`src/rtl/scan_mux_if.sv`:
```
// Bundle of the scan_mux data-path and handshake signals.
// The producer/consumer side uses the master modport; the mux uses the slave modport.
interface scan_mux_if #(
    parameter int N  = 16,
    parameter int W  = 8,
    parameter int SW = 4
);
    logic [N*W-1:0] in_data;
    logic [N-1:0]   in_valid;
    logic [N-1:0]   in_ack;
    logic           mode;
    logic [SW-1:0]  sel;
    logic           out_valid;
    logic           out_ready;
    logic [W-1:0]   out_data;
    logic [SW-1:0]  out_ch;

    modport master (
        output in_data, in_valid, mode, sel, out_ready,
        input  in_ack, out_valid, out_data, out_ch
    );

    modport slave (
        input  in_data, in_valid, mode, sel, out_ready,
        output in_ack, out_valid, out_data, out_ch
    );
endinterface

```
`src/rtl/scan_mux.sv`:
```
// N-channel capture multiplexer with a single registered output word.
// Fixed mode captures the channel named by sel; scan mode round-robins from ptr.
module scan_mux #(
    parameter int N  = 16,
    parameter int W  = 8,
    parameter int SW = 4
) (
    input  logic       clk,
    input  logic       rst_n,
    scan_mux_if.slave  bus
);

    logic          out_valid_q, out_valid_d;
    logic [W-1:0]  out_data_q,  out_data_d;
    logic [SW-1:0] out_ch_q,    out_ch_d;
    logic [SW-1:0] ptr_q,       ptr_d;

    logic          grant_found;
    logic [SW-1:0] grant_idx;
    logic [W-1:0]  grant_data;
    logic          reg_free;
    logic          capture;
    logic [N-1:0]  ack;

    // The output register can take a new word when empty or being drained this cycle.
    assign reg_free = !out_valid_q || bus.out_ready;
    assign capture  = grant_found && reg_free;

    // Grant selection: fixed sel, or first valid channel searching upward from ptr.
    always_comb begin : grant_sel
        int c;
        // NOTE: every variable written here gets a default first so no latch is inferred.
        grant_found = 1'b0;
        grant_idx   = '0;
        c           = 0;
        if (!bus.mode) begin
            // sel values with no matching channel (sel >= N) simply never match.
            for (int k = 0; k < N; k++) begin
                if (bus.sel == SW'(k) && bus.in_valid[k]) begin
                    grant_found = 1'b1;
                    grant_idx   = SW'(k);
                end
            end
        end else begin
            // Walk the search order backwards so the last hit is the earliest in order.
            for (int i = N - 1; i >= 0; i--) begin
                c = int'(ptr_q) + i;
                if (c >= N) c = c - N;
                if (bus.in_valid[c]) begin
                    grant_found = 1'b1;
                    grant_idx   = SW'(c);
                end
            end
        end
    end

    // Data multiplexer for the granted channel.
    always_comb begin
        grant_data = '0;
        for (int k = 0; k < N; k++) begin
            if (grant_idx == SW'(k)) grant_data = bus.in_data[k*W +: W];
        end
    end

    // One-hot acknowledge; held low while reset is asserted.
    always_comb begin
        ack = '0;
        if (capture && rst_n) begin
            for (int k = 0; k < N; k++) begin
                if (grant_idx == SW'(k)) ack[k] = 1'b1;
            end
        end
    end

    // Next-state for the output register and the round-robin pointer.
    always_comb begin
        out_valid_d = out_valid_q;
        out_data_d  = out_data_q;
        out_ch_d    = out_ch_q;
        ptr_d       = ptr_q;
        if (capture) begin
            out_valid_d = 1'b1;
            out_data_d  = grant_data;
            out_ch_d    = grant_idx;
            if (bus.mode) begin
                ptr_d = (grant_idx == SW'(N - 1)) ? '0 : grant_idx + SW'(1);
            end
        end else if (bus.out_ready) begin
            // Word drained with nothing to replace it; data and channel keep their values.
            out_valid_d = 1'b0;
        end
    end

    // State registers; reset clears everything immediately, discarding any held word.
    always_ff @(posedge clk or negedge rst_n) begin
        // NOTE: the data register is reset too, since it is a visible output that must read zero in reset.
        if (!rst_n) begin
            out_valid_q <= 1'b0;
            out_data_q  <= '0;
            out_ch_q    <= '0;
            ptr_q       <= '0;
        end else begin
            // NOTE: non-blocking assignments so all registers update together at the edge.
            out_valid_q <= out_valid_d;
            out_data_q  <= out_data_d;
            out_ch_q    <= out_ch_d;
            ptr_q       <= ptr_d;
        end
    end

    assign bus.in_ack    = ack;
    assign bus.out_valid = out_valid_q;
    assign bus.out_data  = out_data_q;
    assign bus.out_ch    = out_ch_q;

endmodule

```
`src/flat_wrapper.sv`:
```
// flat-port wrapper written by rule: the top's interface ports become plain ports
module scan_mux_flat 
#(
    parameter int N  = 16,
    parameter int W  = 8,
    parameter int SW = 4
)
  (clk, rst_n, bus_in_data, bus_in_valid, bus_mode, bus_sel, bus_out_ready, bus_in_ack, bus_out_valid, bus_out_data, bus_out_ch);
  scan_mux_if #(.N(N), .W(W), .SW(SW)) bus_i ();
  input  logic clk;
  input  logic rst_n;
  input wire logic [$bits(bus_i.in_data)-1:0] bus_in_data;
  input wire logic [$bits(bus_i.in_valid)-1:0] bus_in_valid;
  input wire logic [$bits(bus_i.mode)-1:0] bus_mode;
  input wire logic [$bits(bus_i.sel)-1:0] bus_sel;
  input wire logic [$bits(bus_i.out_ready)-1:0] bus_out_ready;
  output wire logic [$bits(bus_i.in_ack)-1:0] bus_in_ack;
  output wire logic [$bits(bus_i.out_valid)-1:0] bus_out_valid;
  output wire logic [$bits(bus_i.out_data)-1:0] bus_out_data;
  output wire logic [$bits(bus_i.out_ch)-1:0] bus_out_ch;
  assign bus_i.in_data = bus_in_data;
  assign bus_i.in_valid = bus_in_valid;
  assign bus_i.mode = bus_mode;
  assign bus_i.sel = bus_sel;
  assign bus_i.out_ready = bus_out_ready;
  assign bus_in_ack = bus_i.in_ack;
  assign bus_out_valid = bus_i.out_valid;
  assign bus_out_data = bus_i.out_data;
  assign bus_out_ch = bus_i.out_ch;
  scan_mux #(.N(N), .W(W), .SW(SW)) u_core (.clk(clk), .rst_n(rst_n), .bus(bus_i));
endmodule
```
`config.mk`:
```
export PLATFORM = sky130hd
export DESIGN_NAME = scan_mux_flat
export DESIGN_NICKNAME = d
export VERILOG_FILES = /design/src/rtl/scan_mux_if.sv /design/src/rtl/scan_mux.sv /design/src/flat_wrapper.sv
export SDC_FILE = /design/constraint.sdc
export NUM_CORES = 1
export LEC_CHECK = 0
export ABC_AREA = 1
export CORE_AREA = 2 2 101 103
export CTS_CLUSTER_DIAMETER = 30
export DETAILED_ROUTE_END_ITERATION = 6
export DIE_AREA = 0 0 103 105
export PLACE_DENSITY = 0.87
export SLEW_MARGIN = 20
export SYNTH_ARGS = -nofsm -noshare
export SYNTH_HDL_FRONTEND = slang
export SYNTH_SLANG_ARGS = --single-unit
export TNS_END_PERCENT = 5
```
`constraint.sdc`:
```
create_clock -name clk -period 5.9 [get_ports clk]
set_input_delay 0.885 -clock clk [delete_from_list [all_inputs] [get_ports clk]]
set_output_delay 0.885 -clock clk [all_outputs]
set_load 0.1 [all_outputs]
```
# After elaboration in Yosys (flattened, before gate mapping)
# Index checks and enable logic that the tools add are counted.
[classes]
addsub = 32
order_cmp = 32
n_eq_ne = 30
mux = 181
reduce_logical = 24
[op_table]
columns = ["cell", "n"]
rows = [
  ["$mux W32", 32],
  ["$lt A32 B6 Y1 const B", 16],
  ["$ge A32 B6 Y1 const B", 15],
  ["$sub A32 B6 Y32 const B", 15],
  ["$mux W8", 16],
  ["$mux W4", 26],
  ["$mux W1", 84],
  ["$bmux W1 S4", 16],
  ["$eq A4 B4 Y1 const B", 16],
  ["$add A4 B4 Y5 const B", 8],
  ["$eq A4 B3 Y1 const B", 8],
  ["$add A4 B3 Y5 const B", 4],
  ["$logic_and A1 B1 Y1", 18],
  ["$eq A4 B2 Y1 const B", 4],
  ["$mux W16", 1],
  ["$mux W3", 4],
  ["$add A4 B2 Y5 const B", 2],
  ["$eq A4 B1 Y1 const B", 2],
  ["$logic_not A4 Y1", 2],
  ["$sub A4 B5 Y6 const B", 1],
  ["$add A4 B1 Y5 const B", 1],
  ["$ge A4 B5 Y1 const B", 1],
  ["$add A4 B1 Y4 const B", 1],
  ["$mux W2", 2],
  ["4 further kinds", 4],
]
[totals]
register_bits = 17
in_bits = 152
out_inout_bits = 29
elab_cells = 303

# Longest topological paths before layout
# Gate-level depths: netlist (run 1).
[depth]
word_depth = 41
depth_mapped = 48
mapped_depth_nobuf = 45

# Worst setup path after synthesis (run 1)
# No wires, ideal clock.
[synth_timing]
kind = "register to output"
startpoint = "reg u_core.ptr_q[1]"
endpoint = "out bus_in_ack[1]"
arrival_time_ns = 5.973
t_required_ns = 5.015
path_slack_ns = -0.958
stages_incl_launch_ff = 31
cell_sequence = "dfrtp_1 -> inv_1 -> buf_2 -> ha_1 -> inv_1 -> buf_2 -> nand3_1 -> nand3_1 -> nand3_1 -> nand2_2 -> nor2_2 -> a22oi_1 -> o21ai_0 -> a21oi_1 -> o21ai_0 -> o211ai_1 -> nand2_1 -> a21oi_1 -> o221ai_1 -> o21ai_0 -> a21oi_1 -> o21ai_0 -> nand2_1 -> a21oi_1 -> o21ai_0 -> nand2_1 -> ha_1 -> clkbuf_1 -> inv_1 -> clkbuf_1 -> nor3_1"
[synth_between]
elab_chain_cells = 27
[synth_rtl]
columns = ["element", "line_no", "rtl"]
rows = [
  ["start, declared", "scan_mux.sv:16", "logic [SW-1:0] ptr_q, ptr_d;"],
  ["start signal, assigned", "scan_mux.sv:107", "ptr_q <= ptr_d;"],
  ["$add A4 B4 Y5", "scan_mux.sv:47", "c = int'(ptr_q) + i;"],
  ["$sub A32 B6 Y32 or $ge A32 B6 Y1 (tied branches)", "scan_mux.sv:48", "if (c >= N) c = c - N;"],
  ["$mux W32", "scan_mux.sv:48", ""],
  ["$mux W32", "scan_mux.sv:36", "if (!bus.mode) begin"],
  ["$bmux W1 S4", "scan_mux.sv:49", "if (bus.in_valid[c]) begin"],
  ["$mux W1 (not written as such) (2 in a row)", "scan_mux.sv:49", ""],
  ["$mux W4 or $mux W1 (tied branches) (16 in a row)", "scan_mux.sv:49", ""],
  ["$mux W4 or $mux W1 (tied branches)", "scan_mux.sv:36", ""],
  ["$eq A4 B1 Y1 or $logic_and A1 B1 Y1 (tied branches)", "scan_mux.sv:70, scan_mux.sv:27", ""],
  ["$mux W1 or $logic_and A1 B1 Y1 (tied branches)", "scan_mux.sv:70, scan_mux.sv:68", ""],
  ["$mux W16 (*)", "scan_mux.sv:68", "if (capture && rst_n) begin"],
  ["end, declared", "flat_wrapper.sv:17", "output wire logic [$bits(bus_i.in_ack)-1:0] bus_in_ack;"],
]
# Mark *: on every way between the ends. The rest lies on a longest branch, timed or not. The select of a mux whose other input is x is not followed.

# Worst setup path in the final report (run 1)
[layout_timing]
startpoint = "in bus_in_valid[2]"
endpoint = "out bus_in_ack[3]"
[layout_between]
elab_chain_cells = 23
[layout_rtl]
columns = ["element", "line_no", "rtl"]
rows = [
  ["start, declared", "flat_wrapper.sv:13", "input wire logic [$bits(bus_i.in_valid)-1:0] bus_in_valid;"],
  ["$bmux W1 S4", "scan_mux.sv:49", ""],
  ["$mux W1 (not written as such) (2 in a row)", "scan_mux.sv:49", ""],
  ["$mux W4 (16 in a row)", "scan_mux.sv:49", ""],
  ["$mux W4 (*)", "scan_mux.sv:36", ""],
  ["net u_core.grant_idx[1]", "scan_mux.sv:19", "logic [SW-1:0] grant_idx;"],
  ["$eq A4 B2 Y1 (*)", "scan_mux.sv:70", "if (grant_idx == SW'(k)) ack[k] = 1'b1;"],
  ["$mux W1 (*)", "scan_mux.sv:70", ""],
  ["$mux W16 (*)", "scan_mux.sv:68", ""],
]
# Mark *: on every way through the listed nets, which the timed path passes. The rest lies on a longest branch. The select of a mux whose other input is x is not followed.

==> flow_metrics.py, run 1 <==
metrics = {
    "outcome": {
        "status": "complete, no violations",
    },
    "sta": {
        "post-route-min-period_ps": 5640,
        "report.final.slew_viol_count": 0,
        "setup_slack_ps": 263,
        "fmax_mhz": 177,
        "setup_viol": 0,
        "fin_skew_ps": 2.72,
        "hold_viol_final": 0,
        "rsz0062_at_grt": "yes",
        "worstMarginPinSlew_ps": 1020,
        "fin_crit_sh_pct": 95.5,
        "relSlewSlack_pct": 31.8,
    },
    "clocking": {
        "clk-insertion-delay-late_ps": 240,
        "clock_path_buffers": 2,
        "ctsHoldBuffers": 0,
        "htree_levels": 1,
        "numCtsBuffers": 3,
        "clock_sinks": 17,
        "clkTransAtPathRegs_ps": 60,
        "cts_tree": "yes",
        "clock-root-buffer": "clkbuf_8",
    },
    "critical_path": {
        "crit_type": "input pin to output pin",
        "timing.rr.end": "u_core.bus.out_data[7]",
        "reg2regPathDepth": 39,
        "cp_slowest_cell": "clkdlybuf4s50_1",
        "cpPeakStageDelay_ps": 520,
        "cp.required_ps": 5020,
        "r2r-start": "u_core.ptr_q[1]",
        "worst_setup_path_start_kind": "input pin",
        "worstSetupPathDepth": 29,
        "crit_family": "simple AND/OR/NAND/NOR gates",
        "path_buf_inv": 5,
        "worstPathMaxFanout": 9,
        "cp-end-kind": "output pin",
        "arrival_ps": 4750,
        "cpMostUsedCell": "a21oi_1",
        "r2r_setup_slack_ps": 440,
    },
    "floorplanning": {
        "dieArea_mm2": 0.0108,
        "fp.dieW_um": 103,
        "start_util_pct": 44.2,
        "coreArea_mm2": 0.00964,
        "die_height_um": 105,
        "io_pins": 181,
        "fp-row-count": 36,
    },
    "global_routing": {
        "grt_pass1_wl_mm": 27.2,
        "track_usage_pct": 31.4,
        "grt_pass1_vias": 5530,
        "grt_max_degree": 28,
        "antenna_found_initial": 0,
        "grt-ovfl-total": 0,
    },
    "routing": {
        "drtIter0Drc": 569,
        "drt_drc_violations_left": 0,
        "drt.antenna.violating_nets": 0,
        "dr.pass1.iters": 6,
        "num_vias": 6081,
        "via_per_inst": 5.34,
        "wl_per_cell_um": 15.6,
        "wl_mm": 17.7,
    },
    "synth": {
        "ys.flop_type": "dfrtp_1",
        "seq_area_frac_synth_pct": 9.98,
        "synthesis.area_mm2": 0.00426,
        "syn-num-nets": 977,
        "synth_enable_flop_cells": 0,
        "synth_cell_types": 44,
        "synth-seq-cells": 17,
        "async_flop_share_pct": 100,
        "yosys_warnings": 0,
        "synthCells": 814,
        "postSynthAreaPerCell_um2": 5.24,
    },
    "flow_run": {
        "cap_violations": 0,
    },
    "place": {
        "post-dp-hpwl_mm": 14.4,
        "port_buffers": 180,
        "gp_congestion": 0.977,
        "dpl.cell_count": 1127,
        "place_ws_ps": 65.9,
        "place_area_mm2": 0.00642,
    },
    "layout": {
        "syn_to_final_growth_pct": 56.5,
        "drive_above_1_share_pct": 13.7,
        "fillCellCount": 869,
        "postLayoutCoreUtil_pct": 69.2,
        "nets": 1169,
        "stdcell_count": 1138,
        "most-common-layout-cells": "nand2_1, clkdlybuf4s50_1, nand3_1",
        "final_common_cell": "nand2_1",
        "fin_area_mm2": 0.00667,
        "diodes": 0,
    },
    "worst_hold_path": {
        "hold_class": "flip-flop to flip-flop",
        "hold_path_depth": 2,
        "min-delay-start": "u_core.bus.out_data[4]",
        "holdPathEnd": "u_core.bus.out_data[4]",
    },
}
[layout make-up]
type / instances / area, um^2 / area share (%)
multi-input cells: 691 / 3510 / 52.6
repair buffers: 209 / 2190 / 32.9
flip-flops and latches: 17 / 425 / 6.38
inverters: 84 / 333 / 4.99
well taps: 133 / 166 / 2.49
clock buffers: 4 / 45.0 / 0.675
[flip-flops by register name (all words and copies together) (netlist names)]
register and flops:
u_core.ptr_q 4, u_core.bus.out_data 8, u_core.bus.out_valid 1, u_core.bus.out_ch 4
[Yosys cell counts (2+ instances only)]
| master | instances | area, um^2 |
|---|---|---|
| nand2_1 | 294 | 1100 |
| nand3_1 | 134 | 671 |
| nor2_1 | 75 | 282 |
| inv_1 | 65 | 244 |
| a21oi_1 | 55 | 275 |
| o21ai_0 | 22 | 110 |
| dfrtp_1 | 17 | 425 |
| nand4_1 | 15 | 93.8 |
| inv_2 | 14 | 52.6 |
| ha_1 | 11 | 138 |
| nor3_1 | 9 | 45.0 |
| buf_2 | 7 | 35.0 |
| nand2_2 | 7 | 43.8 |
| nor2_2 | 7 | 43.8 |
| o21ai_2 | 7 | 61.3 |
| or2_2 | 7 | 43.8 |
| clkbuf_1 | 6 | 22.5 |
| nor4_1 | 6 | 37.5 |
| buf_4 | 5 | 37.5 |
| xor2_1 | 5 | 43.8 |
| buf_6 | 4 | 45.0 |
| nor2_4 | 4 | 45.0 |
| o211ai_1 | 4 | 30.0 |
| o21ai_1 | 4 | 20.0 |
| nand2_4 | 3 | 33.8 |
| or2_1 | 3 | 18.8 |
| clkinv_1 | 2 | 7.51 |
| inv_4 | 2 | 12.5 |
| nand2_8 | 2 | 40.0 |
| nor2_8 | 2 | 40.0 |
| o21a_1 | 2 | 15.0 |
| o22ai_1 | 2 | 12.5 |
[how the worst max path moves through the flow]
stage                          from        endpoint
floorplan           u_core.ptr_q[1]  bus_in_ack[14]
finish              bus_in_valid[2]   bus_in_ack[3]
detailed placement  bus_in_valid[6]   bus_in_ack[6]
global placement    bus_in_valid[6]   bus_in_ack[6]
CTS                 bus_in_valid[6]   bus_in_ack[6]
global route        bus_in_valid[3]  bus_in_ack[11]
[cell families (layout without fill, tap and decap cells)]
| family | Yosys count | in the layout | share of synthesized area, % |
|---|---|---|---|
| DFF | 17 | 17 | 9.98 |
| buffers and inverters | 106 | 297 | 10.9 |
| adders and majority gates | 11 | 11 | 3.23 |
| xor gates and xnor gates | 8 | 8 | 2.26 |
| and+or+nand+nor | 571 | 571 | 60.3 |
| AOI/OAI and AO/OA | 101 | 101 | 13.3 |
[timing repair]
action / 4_1_cts / 5_1_grt
resized for setup: 0 / 46
hold endpoints to repair: 0 / 0
setup endpoints to repair: 0 / 24
buffers inserted: 0 / 7
[tightest hold or removal path, stage by stage (launching register included)]
cell and delay [ps]:
dfrtp_1 340, nand2_1 50, nand2_1 50
[layer usage]
metal,part of all wire [%],GRT usage [%]
met4,2.7,8.08
met3,9.1,5.08
met2,49,53.9
met5,0,0
met1,39,40.1
[stage by stage]
stage | hold WS [ps] | setup TNS, ps
6_report | 477 | 0
5_1_grt | 504 | -226
4_1_cts | 482 | 0
3_5_place_dp | 466 | 0
3_3_place_gp | 463 | 0
2_1_floorplan | 589 | -6410
Power of run 1 is left out: the tool's default activity adds up to more than one toggle a clock period on the data nets, which glitch-free logic cannot reach.
==> inputs of run 2 (changes only) <==
ABC_AREA = not set   (was 1)
CAP_MARGIN = 20   (was not set)
CORE_AREA = 2 2 108 110   (was 2 2 101 103)
DIE_AREA = 0 0 110 112   (was 0 0 103 105)
==> run 2 against run 1 <==
Compared with the run above:
- clock skew is 1.1 ps lower
- sequential share of layout area is 0.57 points lower
- critical endpoint is now bus_in_ack[15]
- sequential cell count stayed put
==> flow_metrics.py, run 2 <==
metrics = {
    "sta": {
        "fin_crit_sh_pct": 96.4,
        "rsz0062_at_grt": "no",
        "relSlewSlack_pct": 25.6,
        "hold_viol_final": 0,
        "post-route-min-period_ps": 5690,
        "fmax_mhz": 176,
        "fin_skew_ps": 1.66,
        "report.final.slew_viol_count": 0,
        "worstMarginPinSlew_ps": 1120,
        "setup_viol": 0,
        "setup_slack_ps": 211,
    },
    "clocking": {
        "cts_tree": "yes",
        "numCtsBuffers": 3,
        "clock-root-buffer": "clkbuf_16",
        "ctsHoldBuffers": 0,
        "clock_path_buffers": 2,
        "clkTransAtPathRegs_ps": 50,
        "clk-insertion-delay-late_ps": 250,
        "clock_sinks": 17,
        "htree_levels": 1,
    },
    "synth": {
        "yosys_warnings": 0,
        "synth_common_cells": "nand2_1, mux2i_1, nor2_1, clkbuf_1, mux4_2",
        "synth-seq-cells": 17,
        "syn-num-nets": 769,
        "synth_top_cell_by_area": "mux4_2",
        "synthCells": 606,
        "synth_enable_flop_cells": 0,
        "ys.flop_type": "dfrtp_1",
        "synth.area.top_cells": "mux4_2, mux2i_1, dfrtp_1, mux2_2, nand2_1",
        "yosys.cell_count.top_type": "nand2_1",
        "synthesis.area_mm2": 0.00512,
        "yosys.area.top_type_share_pct": 13.6,
        "seq_area_frac_synth_pct": 8.31,
        "postSynthAreaPerCell_um2": 8.45,
        "synth_cell_types": 79,
        "async_flop_share_pct": 100,
    },
    "global_routing": {
        "grt_pass1_vias": 5975,
        "grt_max_degree": 36,
        "track_usage_pct": 35.6,
        "grt_pass1_wl_mm": 33.5,
        "grt-ovfl-total": 0,
        "antenna_found_initial": 0,
    },
    "place": {
        "gp_congestion": 0.999,
        "place_ws_ps": 72.4,
        "port_buffers": 180,
        "post-dp-hpwl_mm": 18.0,
    },
    "layout": {
        "diodes": 0,
        "drive_above_1_share_pct": 18.6,
        "nets": 929,
        "largest_reg_flops": 8,
        "final_common_cell": "clkdlybuf4s50_1",
        "syn_to_final_growth_pct": 43.2,
        "most-common-layout-cells": "clkdlybuf4s50_1, nand2_1, mux2i_1",
    },
    "floorplanning": {
        "coreArea_mm2": 0.0112,
        "die_height_um": 112,
        "fp.dieW_um": 110,
        "io_pins": 181,
        "fp-row-count": 39,
        "start_util_pct": 45.8,
        "dieArea_mm2": 0.0123,
    },
    "routing": {
        "via_per_inst": 6.88,
        "wl_per_cell_um": 24.7,
        "drtIter0Drc": 777,
        "num_vias": 6247,
        "drt.antenna.violating_nets": 0,
        "wl_mm": 22.4,
        "dr.pass1.iters": 6,
        "drt_drc_violations_left": 0,
    },
    "outcome": {
        "status": "complete, no violations",
    },
    "critical_path": {
        "arrival_ps": 4800,
        "worst_setup_path_start_kind": "input pin",
        "cp.required_ps": 5020,
        "cp-end-kind": "output pin",
        "worstPathMaxFanout": 9,
        "crit_type": "input pin to output pin",
    },
    "flow_run": {
        "cap_violations": 0,
    },
    "worst_hold_path": {
        "hold_class": "flip-flop to flip-flop",
    },
}
-- run 2: cell families (layout without fill, tap and decap cells) --
family / count (synthesis) / in the layout / share of synthesized area (%)
XOR/XNOR: 13 / 13 / 2.22
flip-flops: 17 / 17 / 8.31
multiplexers: 108 / 108 / 31.4
buffers and inverters: 74 / 233 / 7.11
AO/OA/AOI/OAI: 198 / 198 / 29.7
adder cells (fa/ha/maj): 11 / 11 / 2.69
AND/OR/NAND/NOR: 185 / 185 / 18.5
-- run 2: final timing paths --
kind / startpoint / endpoint / slack [ps] / cells past startpoint
worst min register to register: u_core.bus.out_valid / u_core.bus.out_valid / 510 / 1
max in group asynchronous: rst_n / u_core.bus.out_ch[3] / 4720 / 2
worst max-delay path: bus_in_valid[3] / bus_in_ack[15] / 210 / 10
worst max register to register: u_core.ptr_q[0] / u_core.bus.out_data[3] / 700 / 19
min in group asynchronous: rst_n / u_core.bus.out_data[7] / 970 / 2
worst min-delay path: u_core.bus.out_valid / u_core.bus.out_valid / 510 / 1
-- run 2: layout make-up --
| type | instances | area [um^2] |
|---|---|---|
| fillers | 927 | 3840 |
| clock buffers | 4 | 78.8 |
| repair buffers | 210 | 2190 |
| flip-flops and latches | 17 | 425 |
| multi-input cells | 515 | 4390 |
| inverters | 19 | 71.3 |
| well taps | 143 | 179 |
-- run 2: per-layer routing --
layer  up-vias  track usage, %  share of wire (%)
met1      2988            49.0                 38
li1       2758               -                  -
met2       441            54.2                 46
met5         -               0                  0
met4         0            9.37                2.9
met3        60            10.8                 13
-- run 2: worst max-delay path, cell delays in order --
cell	delay (ps)
clkdlybuf4s50_1	600
mux4_2	590
mux2_2	340
a22oi_1	280
o221ai_1	200
o31ai_1	440
a21o_1	360
nand3_1	490
nor3b_4	390
buf_12	210
-- run 2: what timing repair did --
action | in CTS | in global routing
setup buffers | 0 | 0
setup endpoints to repair | 0 | 13
resized for setup | 0 | 5
-- run 2: metrics by stage --
stage | setup TNS [ps] | std cells | cell area, um^2 | hold WS (ps) | util (%)
5_1_grt | 0 | 908 | 7330 | 534 | 65.6
6_report | 0 | 908 | 7330 | 506 | 65.6
3_3_place_gp | 0 | 904 | 7250 | 485 | 64.9
2_1_floorplan | -3370 | 606 | 5170 | 589 | -
3_5_place_dp | 0 | 904 | 7250 | 501 | 64.9
4_1_cts | 0 | 908 | 7330 | 512 | 65.6
Power of run 2 is left out for the same reason.
==> inputs of run 3 (changes only) <==
TNS_END_PERCENT = 10   (was 5)
==> results of run 3 <==
Final layout, timing and power as in run 2 (identical DEF).
Power of run 3 is left out for the same reason.
